===== config.mk =====
export PLATFORM = sky130hd
export DESIGN_NAME = pwm_shadow_update_ctrl
export DESIGN_NICKNAME = d
export VERILOG_FILES = /design/src/rtl/pwm_shadow_update_ctrl.sv
export SDC_FILE = /design/constraint.sdc
export NUM_CORES = 1
export LEC_CHECK = 0
export ABC_AREA = 1
export BUFFER_PORTS_ARGS = -buffer_cell sky130_fd_sc_hd__clkbuf_2
export CORE_AREA = 2 2 101 103
export DETAILED_ROUTE_END_ITERATION = 6
export DIE_AREA = 0 0 103 105
export PLACE_DENSITY_LB_ADDON = 0.15
export SLEW_MARGIN = 0
export SYNTH_ARGS = -nofsm -noshare
export SYNTH_HDL_FRONTEND = slang
export SYNTH_SLANG_ARGS = --single-unit

===== constraint.sdc =====
create_clock -name clk -period 1.5 [get_ports clk]
set_clock_uncertainty 0.2 [all_clocks]
set_input_delay 0.15 -clock clk [delete_from_list [all_inputs] [get_ports clk]]
set_output_delay 0.15 -clock clk [all_outputs]
set_load 0.1 [all_outputs]

===== src/rtl/pwm_shadow_update_ctrl.sv =====
// -----------------------------------------------------------------------------
// pwm_shadow_update_ctrl
//
// Sequences safe reloads of the PWM period/compare values. Software writes land
// in a shadow bank; a commit arms a transfer into the active bank, which is
// performed at the next carrier event (zero/top) that the count and mask modes
// leave unmasked. With the PWM switched off the transfer happens on the cycle
// after the commit. Every reload pulses o_update and feeds an event divider
// that raises a sticky interrupt.
//
// Ports
//   clk, rstn      system clock, asynchronous active-low reset
//   i_pwm_onoff    0 = PWM off (reload immediately), 1 = PWM on
//   i_count_mode   0 up, 1 down, 2 up/down, 3 treated as up
//   i_mask_mode    bit0 masks the zero event, bit1 masks the top event
//   i_zero, i_top  carrier min/max 1-cycle pulses
//   i_wr_en/sel/data  shadow write port (sel 0 = period, k = compare k-1)
//   i_commit       arm a transfer of the shadow bank
//   i_int_onoff    interrupt counting enable
//   i_int_div      interrupt every i_int_div+1 reloads
//   i_irq_clr      clears o_irq and o_ovf (a simultaneous set wins)
//   o_period/o_cmp active bank (compare channel 0 in the LSBs of o_cmp)
//   o_update       1-cycle pulse after the active bank was reloaded
//   o_pending      high while a commit is armed
//   o_irq          sticky divided reload interrupt
//   o_ovf          sticky: write or commit rejected while armed
// -----------------------------------------------------------------------------
module pwm_shadow_update_ctrl #(
   parameter int PWMCOUNT_WIDTH = 16,
   parameter int INTCOUNT_WIDTH = 3,
   parameter int N_CH           = 3
) (
   input  logic                             clk,
   input  logic                             rstn,
   input  logic                             i_pwm_onoff,
   input  logic [1:0]                       i_count_mode,
   input  logic [1:0]                       i_mask_mode,
   input  logic                             i_zero,
   input  logic                             i_top,
   input  logic                             i_wr_en,
   input  logic [$clog2(N_CH+1)-1:0]        i_wr_sel,
   input  logic [PWMCOUNT_WIDTH-1:0]        i_wr_data,
   input  logic                             i_commit,
   input  logic                             i_int_onoff,
   input  logic [INTCOUNT_WIDTH-1:0]        i_int_div,
   input  logic                             i_irq_clr,
   output logic [PWMCOUNT_WIDTH-1:0]        o_period,
   output logic [N_CH*PWMCOUNT_WIDTH-1:0]   o_cmp,
   output logic                             o_update,
   output logic                             o_pending,
   output logic                             o_irq,
   output logic                             o_ovf
);

   localparam int SEL_W = $clog2(N_CH + 1);

   typedef enum logic [0:0] {
      ST_IDLE  = 1'b0,
      ST_ARMED = 1'b1
   } state_e;

   state_e state_q, state_d;

   logic [PWMCOUNT_WIDTH-1:0]            shadow_period_q, shadow_period_d;
   logic [N_CH-1:0][PWMCOUNT_WIDTH-1:0]  shadow_cmp_q, shadow_cmp_d;
   logic [PWMCOUNT_WIDTH-1:0]            period_q, period_d;
   logic [N_CH-1:0][PWMCOUNT_WIDTH-1:0]  cmp_q, cmp_d;
   logic                                 update_q, update_d;
   logic                                 pending_q, pending_d;
   logic                                 irq_q, irq_d;
   logic                                 ovf_q, ovf_d;
   logic [INTCOUNT_WIDTH-1:0]            int_cnt_q, int_cnt_d;

   logic load_evt_s;
   logic reload_s;

   // Carrier event qualification: decides whether an armed transfer may fire now.
   always_comb begin
      load_evt_s = 1'b0;
      if (!i_pwm_onoff) begin
         // Carrier stopped: nothing to glitch, reload straight away.
         load_evt_s = 1'b1;
      end else begin
         case (i_count_mode)
            2'd2: begin
               // Up/down carrier: both turning points are candidate reload points.
               load_evt_s = (i_zero & ~i_mask_mode[0]) | (i_top & ~i_mask_mode[1]);
            end
            default: begin
               // Sawtooth carriers only reload at the wrap (zero) point.
               load_evt_s = i_zero & ~i_mask_mode[0];
            end
         endcase
      end
   end

   // Next-state logic: FSM, shadow/active banks, overflow flag and interrupt divider.
   always_comb begin
      state_d         = state_q;
      shadow_period_d = shadow_period_q;
      shadow_cmp_d    = shadow_cmp_q;
      period_d        = period_q;
      cmp_d           = cmp_q;
      update_d        = 1'b0;
      irq_d           = irq_q;
      ovf_d           = ovf_q;
      int_cnt_d       = int_cnt_q;
      reload_s        = 1'b0;

      // Clear first so that a set in the same cycle overrides it.
      if (i_irq_clr) begin
         irq_d = 1'b0;
         ovf_d = 1'b0;
      end else begin
         irq_d = irq_q;
         ovf_d = ovf_q;
      end

      case (state_q)
         ST_IDLE: begin
            if (i_wr_en) begin
               if (i_wr_sel == {SEL_W{1'b0}}) begin
                  shadow_period_d = i_wr_data;
               end else begin
                  // Selects beyond the last channel match no entry and are dropped.
                  for (int k = 0; k < N_CH; k++) begin
                     if (i_wr_sel == SEL_W'(k + 1)) begin
                        shadow_cmp_d[k] = i_wr_data;
                     end else begin
                        shadow_cmp_d[k] = shadow_cmp_d[k];
                     end
                  end
               end
            end else begin
               shadow_period_d = shadow_period_q;
            end
            // The shadow registers update on this same edge, so a write issued
            // together with the commit is part of the transfer.
            if (i_commit) begin
               state_d = ST_ARMED;
            end else begin
               state_d = ST_IDLE;
            end
         end
         ST_ARMED: begin
            if (i_wr_en | i_commit) begin
               ovf_d = 1'b1;
            end else begin
               ovf_d = ovf_d;
            end
            if (load_evt_s) begin
               state_d  = ST_IDLE;
               period_d = shadow_period_q;
               cmp_d    = shadow_cmp_q;
               update_d = 1'b1;
               reload_s = 1'b1;
            end else begin
               state_d = ST_ARMED;
            end
         end
         default: begin
            state_d = ST_IDLE;
         end
      endcase

      // Reload event divider; held at zero while interrupts are disabled.
      if (!i_int_onoff) begin
         int_cnt_d = {INTCOUNT_WIDTH{1'b0}};
      end else if (reload_s) begin
         if (int_cnt_q == i_int_div) begin
            irq_d     = 1'b1;
            int_cnt_d = {INTCOUNT_WIDTH{1'b0}};
         end else begin
            int_cnt_d = int_cnt_q + {{(INTCOUNT_WIDTH-1){1'b0}}, 1'b1};
         end
      end else begin
         int_cnt_d = int_cnt_q;
      end

      pending_d = (state_d == ST_ARMED);
   end

   // State and output registers; reset drops any armed commit.
   always_ff @(posedge clk or negedge rstn) begin
      if (!rstn) begin
         state_q         <= ST_IDLE;
         shadow_period_q <= {PWMCOUNT_WIDTH{1'b0}};
         shadow_cmp_q    <= '0;
         period_q        <= {PWMCOUNT_WIDTH{1'b0}};
         cmp_q           <= '0;
         update_q        <= 1'b0;
         pending_q       <= 1'b0;
         irq_q           <= 1'b0;
         ovf_q           <= 1'b0;
         int_cnt_q       <= {INTCOUNT_WIDTH{1'b0}};
      end else begin
         state_q         <= state_d;
         shadow_period_q <= shadow_period_d;
         shadow_cmp_q    <= shadow_cmp_d;
         period_q        <= period_d;
         cmp_q           <= cmp_d;
         update_q        <= update_d;
         pending_q       <= pending_d;
         irq_q           <= irq_d;
         ovf_q           <= ovf_d;
         int_cnt_q       <= int_cnt_d;
      end
   end

   assign o_period  = period_q;
   assign o_cmp     = cmp_q;
   assign o_update  = update_q;
   assign o_pending = pending_q;
   assign o_irq     = irq_q;
   assign o_ovf     = ovf_q;

endmodule


After elaboration in Yosys (flattened, before gate mapping)
Index checks and enable logic that the tools add are counted.

operators by class
  bitwise gates (word level) = 8
  div/mod/pow operators = 0
  $mul = 0
  shift-type cells = 0
  magnitude comparators = 0
  $add $sub $neg = 1
  equality and inequality tests = 6
  reductions and logical operators = 6
  muxes and demuxes = 17

operators by type and width
  operator             count
  $mux 1               13
  $reduce_and 4->1     3
  $mux 3               3
  $eq 2x2->1 const B   3
  $not 1->1            4
  $add 3x1->3 const B  1
  $eq 3x3->1           1
  $reduce_and 3->1     1
  $and 1x1->1          2
  $eq 2x1->1 const B   1
  $logic_not 2->1      1
  $ne 2x1->1 const B   1
  $or 1x1->1           2
  $pmux 1 s2           1
  $reduce_and 2->1     1

storage, ports and cells
  output and inout port bits = 68
  bits in read-only memories = 0
  register bits after elaboration = 135
  latch bits = 0
  RAM bits = 0
  input port bits = 34
  memories kept = 0
  word-level logic and storage cells = 51

Depth between registers and ports, before layout
Gate-level depths: netlist (run 1).

  word-level depth = 9
  mapped depth = 9
  gate-level depth less buffers = 8

Worst setup path before layout (run 1)
No wires, ideal clock.

  path type = register -> register
  from = register o_pending (netlist name)
  to = register int_cnt_q[2]
  data required time = 1.182 ns
  buffers on the path = 1
  clock period less this slack = 1.954 ns
  cell stages (with the launch flop) = 7
  setup slack = -0.454 ns
  arrival = 1.635 ns
  library setup time = 0.118 ns
  cell sequence = dfrtp_1 -> inv_1 -> a21oi_2 -> buf_4 -> nor2_1 -> nand2_1 -> nand2_1

RTL lines
  item                  line  source
  to (signal assigned)  195   int_cnt_q <= {INTCOUNT_WIDTH{1'b0}};
  to (signal assigned)  206   int_cnt_q <= int_cnt_d;
  to (decl)             72    logic [INTCOUNT_WIDTH-1:0] int_cnt_q, int_cnt_d;

==> qor.tcl, run 1 <==
set qor(fmaxAchievable_ghz) 0.581
set qor(synthCells) 552
set qor(cts_tree) {built}
set qor(start_kind) {flip-flop}
set qor(holdCritPathClass) {in -> reg}
set qor(ys_seq_elements) 135
set qor(setup_ws_post_layout_ns) -0.222
set qor(cts.reportedPaths.clkPinSlew_ns) 0.06
set qor(timing.final.setup_violations) 51
set qor(port-buffer-count) 101
set qor(finalWorstPathRequiredPeriod_ns) 1.72
set qor(failed_checks) {setup timing}
set qor(layout_area_growth_over_synthesis_pct) 57.3
set qor(grt_pass1_vias) 4501
set qor(cap_viol_max_count) 0
set qor(post_route_cells_drive_above_1_share) 0.260
set qor(avgSynthCellArea_um2) 9.28
set qor(grt_max_degree) 37
set qor(floorplan.core_area_um2) 9640
set qor(drt-initial-drc-count) 328
set qor(critical_path_peak_fanout) 32
set qor(num_antenna_cells) 0
set qor(placement_rows) 36
set qor(critical_path.slowest_cell) {dfrtp_4}
set qor(wl_per_cell_um) 20.2
set qor(slew_headroom) 0.707
set qor(outcome) {finished with violations}
set qor(die_width_um) 103
set qor(grt_antenna_before_repair) 0
set qor(final_min_period_over_clock_period) 1.15
set qor(die_area_um2) 10800
set qor(tightest_slew_ns) 0.434
set qor(number_of_nets_still_failing_antenna_checks_after_routing) 0
set qor(start_util) 0.532
set qor(clock-sinks) 135
set qor(setup_total_negative_slack_ns) -1.38
set qor(grtUsageTotal) 0.281
set qor(nets) 745
set qor(type_of_the_worst_setup_path) {reg -> reg}
set qor(clock_insertion_delay_worst_skew_ns) 0.53
set qor(post_synth_num_cell_types) 17
set qor(hold_path_depth) 7
set qor(synth_sequential_area_ratio) 0.659
set qor(crit_required_ns) 1.69
set qor(grt_pass1_wl_um) 22800
set qor(hold_violation_total_from_the_final_report) 0
set qor(layout_common_cells) {nand2_1 (270), dfrtp_1 (132), buf_12 (64)}
set qor(hold-worst-slack_ns) 0.0781
set qor(detail_route.drc_violations) 0
set qor(die_outline_height_um) 105
set qor(crit_chain) {nor2_4, nand2_2, buf_12, o21ai_0}
set qor(yosys_warnings) 0
set qor(reg2regPathDepth) 4
set qor(final_max_slew_viol_count) 0
set qor(rsz0062_at_grt) {yes}
set qor(num_vias) 4727
set qor(pin_count) 102
set qor(cts-root-to-sink-buffers) 2
set qor(cp.arrival_ns) 1.91
set qor(synth_fp_nets) 587
set qor(root_buffer) {clkbuf_8}
set qor(layout_commonest_cell) {nand2_1}
set qor(wirelength_um) 17300
set qor(detail_route.first_pass.iterations) 5
set qor(globalRouteOverflowTotal) 0
set qor(htree_levels) 4
set qor(synthesis.area_um2) 5120
set qor(cp_slowest_stage_delay_ns) 0.53
set qor(routed_via_density) 5.52
set qor(detailedPlacementHpwl_um) 8230
set qor(worst_setup_path_end_kind) {flip-flop}
set qor(tritoncts.num_buffers) 17
set qor(gpl.final_weighted_congestion) 0.798
## cell type report
class                      count  area [um2]
inverter                      28         105
sequential                   135        3380
timing repair buffer         164        2230
tap                          133         166
clock inverter                14         174
multi-input combinational    364        1580
clock buffer                  18         418
fill                         489        1580
## cell usage after synthesis
| cell | n | share of area |
|---|---|---|
| inv_1 | 28 | 0.021 |
| ha_1 | 1 | 0.0024 |
| nor2_2 | 1 | 0.0012 |
| a21oi_2 | 2 | 0.0034 |
| buf_6 | 5 | 0.011 |
| o21ai_1 | 1 | 0.00098 |
| xor2_1 | 1 | 0.0017 |
| dfrtp_1 | 135 | 0.66 |
| nand3_1 | 3 | 0.0029 |
| xnor2_1 | 1 | 0.0017 |
| buf_2 | 9 | 0.0088 |
| nor2_1 | 7 | 0.0051 |
| nand4_1 | 3 | 0.0037 |
| nand2_1 | 279 | 0.20 |
| clkbuf_1 | 10 | 0.0073 |
| buf_4 | 2 | 0.0029 |
| o21ai_0 | 64 | 0.063 |
## logic make-up (layout without fill, tap and decap cells)
kind of cell | Yosys count | after routing | share of synthesized area
AO/OA/AOI/OAI | 67 | 67 | 0.0669
XOR/XNOR | 2 | 2 | 0.00342
adder cells (fa/ha/maj) | 1 | 1 | 0.00244
buffers and inverters | 54 | 224 | 0.0505
flip-flops | 135 | 135 | 0.659
AND/OR/NAND/NOR | 293 | 294 | 0.217
## worst max-delay path, delay by kind of cell (launching register included)
kind	cells	cell delay, ns
DFF	1	0.53
AOI/OAI and AO/OA	1	0.38
buffers and inverters	1	0.17
and+or+nand+nor	2	0.28
## layer usage
metal | GRT usage | part of all wire
met1 | 0.339 | 0.36
met3 | 0.0863 | 0.075
met5 | 0 | 0
met4 | 0.124 | 0.074
met2 | 0.461 | 0.49
## final timing paths
| kind | start | endpoint | slack, ns |
|---|---|---|---|
| setup reg to reg | o_pending | shadow_cmp_q[0] | -0.22 |
| min in group asynchronous | rstn | int_cnt_q[1] | 0.38 |
| max in group asynchronous | rstn | o_pending | 0.19 |
| hold reg to reg | shadow_cmp_q[5] | o_cmp[5] | 0.28 |
| setup / recovery | o_pending | shadow_cmp_q[0] | -0.22 |
| hold / removal | i_zero | int_cnt_q[0] | 0.08 |
## stage by stage
stage,setup slack [ns],area (um2),utilization,instances
floorplan,-0.0350,5150,-,552
global placement,0.0856,6600,0.685,775
detailed placement,0.0559,6600,0.685,775
CTS,-0.0812,7610,0.790,838
global route,-0.191,8060,0.836,856
finish,-0.222,8060,0.836,856
## flip-flops by register name (all words and copies together) (netlist names)
name             count
o_period            16
o_ovf                1
o_update             1
o_pending            1
shadow_cmp_q        48
o_cmp               48
shadow_period_q     16
o_irq                1
int_cnt_q            3
## repair_timing
action / 4_1_cts / 5_1_grt
endpoints found under the setup margin: 31 / 87
gates cloned: 0 / 9
buffers inserted: 2 / 10
pin swaps: 0 / 3
hold buffers: 29 / 0
hold endpoints to repair: 206 / 0
gates resized for setup: 32 / 63
Power of run 1 is left out: the tool's default activity adds up to more than one toggle a clock period on the data nets, which glitch-free logic cannot reach.
==> inputs of run 2 (changes only) <==
--- a/config.mk
+++ b/config.mk
@@ -11,6 +11,7 @@
 export DETAILED_ROUTE_END_ITERATION = 6
 export DIE_AREA = 0 0 103 105
 export PLACE_DENSITY_LB_ADDON = 0.15
+export REMOVE_ABC_BUFFERS = 1
 export SLEW_MARGIN = 0
 export SYNTH_ARGS = -nofsm -noshare
 export SYNTH_HDL_FRONTEND = slang
==> run 2 against run 1 <==
Critical path depth is 2 lower. Worst setup slack better by 0.18 ns. Utilization is 4.9 points lower. Count of clock-buffer cells in the layout is 9 higher. Non-clock buffer count is 9 lower. First-iteration DRC count is 18% lower. Fmax is 12% higher. The run still ends with setup timing left. Sequential share of layout area is 2.5 points higher. Cell count is 1.3% lower.
==> qor.tcl, run 2 (synthesized netlist as in run 1, its figures left out) <==
set qor(outcome) {finished with violations}
set qor(failed_checks) {setup timing}
set qor(type_of_the_worst_setup_path) {reg -> out}
set qor(detailedPlacementHpwl_um) 7250 ;# -12%
set qor(start_util) 0.532 ;# unchanged
set qor(num_vias) 4267 ;# -9.7%
set qor(holdCritPathClass) {in -> reg}
set qor(grtUsageTotal) 0.246 ;# -0.0358
set qor(placement_rows) 36 ;# unchanged
set qor(routed_via_density) 5.05 ;# -8.6%
set qor(grt_max_degree) 50 ;# +35%
set qor(drt-initial-drc-count) 269 ;# -18%
set qor(setup_ws_post_layout_ns) -0.0375 ;# +0.185 ns
set qor(cp.arrival_ns) 1.19 ;# -0.72 ns
set qor(design_area_um2) 7590 ;# -5.9%
set qor(final_max_slew_viol_count) 0 ;# unchanged
set qor(globalRouteOverflowTotal) 0 ;# unchanged
set qor(htree_levels) 4 ;# unchanged
set qor(grt_pass1_vias) 4365 ;# -3.0%
set qor(fmaxAchievable_ghz) 0.650 ;# +12%
set qor(root_buffer) {clkbuf_8}
set qor(critical_path_peak_fanout) 2 ;# -94%
set qor(nets) 735 ;# -1.3%
set qor(detail_route.drc_violations) 0 ;# unchanged
set qor(layout_commonest_cell) {nand2_1}
set qor(number_of_nets_still_failing_antenna_checks_after_routing) 0 ;# unchanged
set qor(cts.reportedPaths.clkPinSlew_ns) 0.06 ;# about the same
set qor(num_antenna_cells) 0 ;# unchanged
set qor(wl_per_cell_um) 15.6 ;# -23%
set qor(tightest_slew_ns) 0.304 ;# -0.130 ns
set qor(cts-root-to-sink-buffers) 2 ;# unchanged
set qor(die_area_um2) 10800 ;# unchanged
set qor(clock_insertion_delay_worst_skew_ns) 0.51 ;# -0.02 ns
set qor(worst_setup_path_end_kind) {output pin}
set qor(hold_violation_total_from_the_final_report) 0 ;# unchanged
set qor(fin_util) 0.787 ;# -0.0489
set qor(die_outline_height_um) 105 ;# unchanged
set qor(place_area_um2) 6110 ;# -7.4%
set qor(detail_route.first_pass.iterations) 5 ;# unchanged
set qor(port-buffer-count) 101 ;# unchanged
set qor(gpl.final_weighted_congestion) 0.784 ;# -1.7%
set qor(grt_antenna_before_repair) 0 ;# unchanged
set qor(crit_required_ns) 1.15 ;# -0.54 ns
set qor(rsz0062_at_grt) {yes}
set qor(cts_tree) {built}
set qor(post_route_cells_drive_above_1_share) 0.221 ;# -0.0395
set qor(cap_viol_max_count) 0 ;# unchanged
set qor(layout_common_cells) {nand2_1 (276), dfrtp_1 (135), o21ai_0 (49)}
set qor(wirelength_um) 13200 ;# -24%
set qor(die_width_um) 103 ;# unchanged
set qor(setup.reg_to_reg.worst_slack_ns) 0 ;# +0.22 ns
set qor(final_min_period_over_clock_period) 1.02 ;# -0.123
set qor(floorplan.core_area_um2) 9640 ;# unchanged
set qor(grt_pass1_wl_um) 20400 ;# -10%
set qor(fillerInstances) 624 ;# +28%
set qor(pin_count) 102 ;# unchanged
set qor(layout_area_growth_over_synthesis_pct) 48.1
set qor(clock-sinks) 135 ;# unchanged
set qor(timing.final.setup_violations) 4 ;# -92%
set qor(start_kind) {flip-flop}
set qor(tritoncts.num_buffers) 17 ;# unchanged
set qor(finalWorstPathRequiredPeriod_ns) 1.54 ;# -0.185 ns
set qor(slew_headroom) 0.797 ;# +0.0897
## run 2: cell types whose count changed in the layout (fill, tap and decap cells not counted), sizes merged
| cell | previous run | this run |
|---|---|---|
| clkbuf | 56 | 62 |
| buf | 97 | 92 |
| clkinv | 7 | 2 |
| inv | 31 | 28 |
| bufinv | 3 | 2 |
| clkinvlp | 1 | 0 |
| dlygate4sd3 | 29 | 28 |
| nand2 | 280 | 279 |
## run 2: stage by stage
stage	hold slack (ns)	std cells	TNS, ns	setup WS, ns
global placement	-0.141	778	0	0.0785
detailed placement	-0.138	778	0	0.0222
floorplan	-0.346	526	-140.68	-1.64
CTS	-0.0347	840	-0.152	-0.0464
global route	0.0829	845	-2.49	-0.120
finish	0.0355	845	-0.0583	-0.0375
## run 2: timing repair
action                                 in CTS  in global routing
hold buffers                               28                  0
buffers inserted                            3                  3
cloned                                      0                  2
setup endpoints to repair                  65                224
endpoints found under the hold margin     205                  0
gates resized for setup                    89                 65
## run 2: final timing paths
| path | cells after the start | startpoint | to |
|---|---|---|---|
| setup / recovery | 2 | o_pending | o_pending |
| min in group asynchronous | 3 | rstn | o_cmp[3] |
| max in group asynchronous | 4 | rstn | shadow_period_q[9] |
| hold / removal | 7 | i_mask_mode[1] | int_cnt_q[2] |
| setup reg to reg | 6 | o_pending | shadow_cmp_q[15] |
| hold reg to reg | 2 | shadow_cmp_q[0] | o_cmp[0] |
## run 2: critical path, stage by stage (launching register included)
cell,delay (ns)
dfrtp_1,0.39
buf_6,0.13
buf_12,0.15
## run 2: metal layers
metal,vias to the layer above,share of wire,global-route usage
met2,130,0.51,0.388
li1,2015,-,-
met1,2105,0.43,0.326
met3,17,0.047,0.0622
met4,0,0.010,0.0940
met5,-,0,0
## run 2: layout make-up
cell class	count	area, um2	area share
sequential	135	3380	0.445
timing repair buffer	155	1880	0.248
multi-input combinational	363	1520	0.201
clock buffer	27	462	0.0609
tap	133	166	0.0219
inverter	28	105	0.0139
clock inverter	4	70.1	0.00924
Power of run 2 is left out for the same reason.
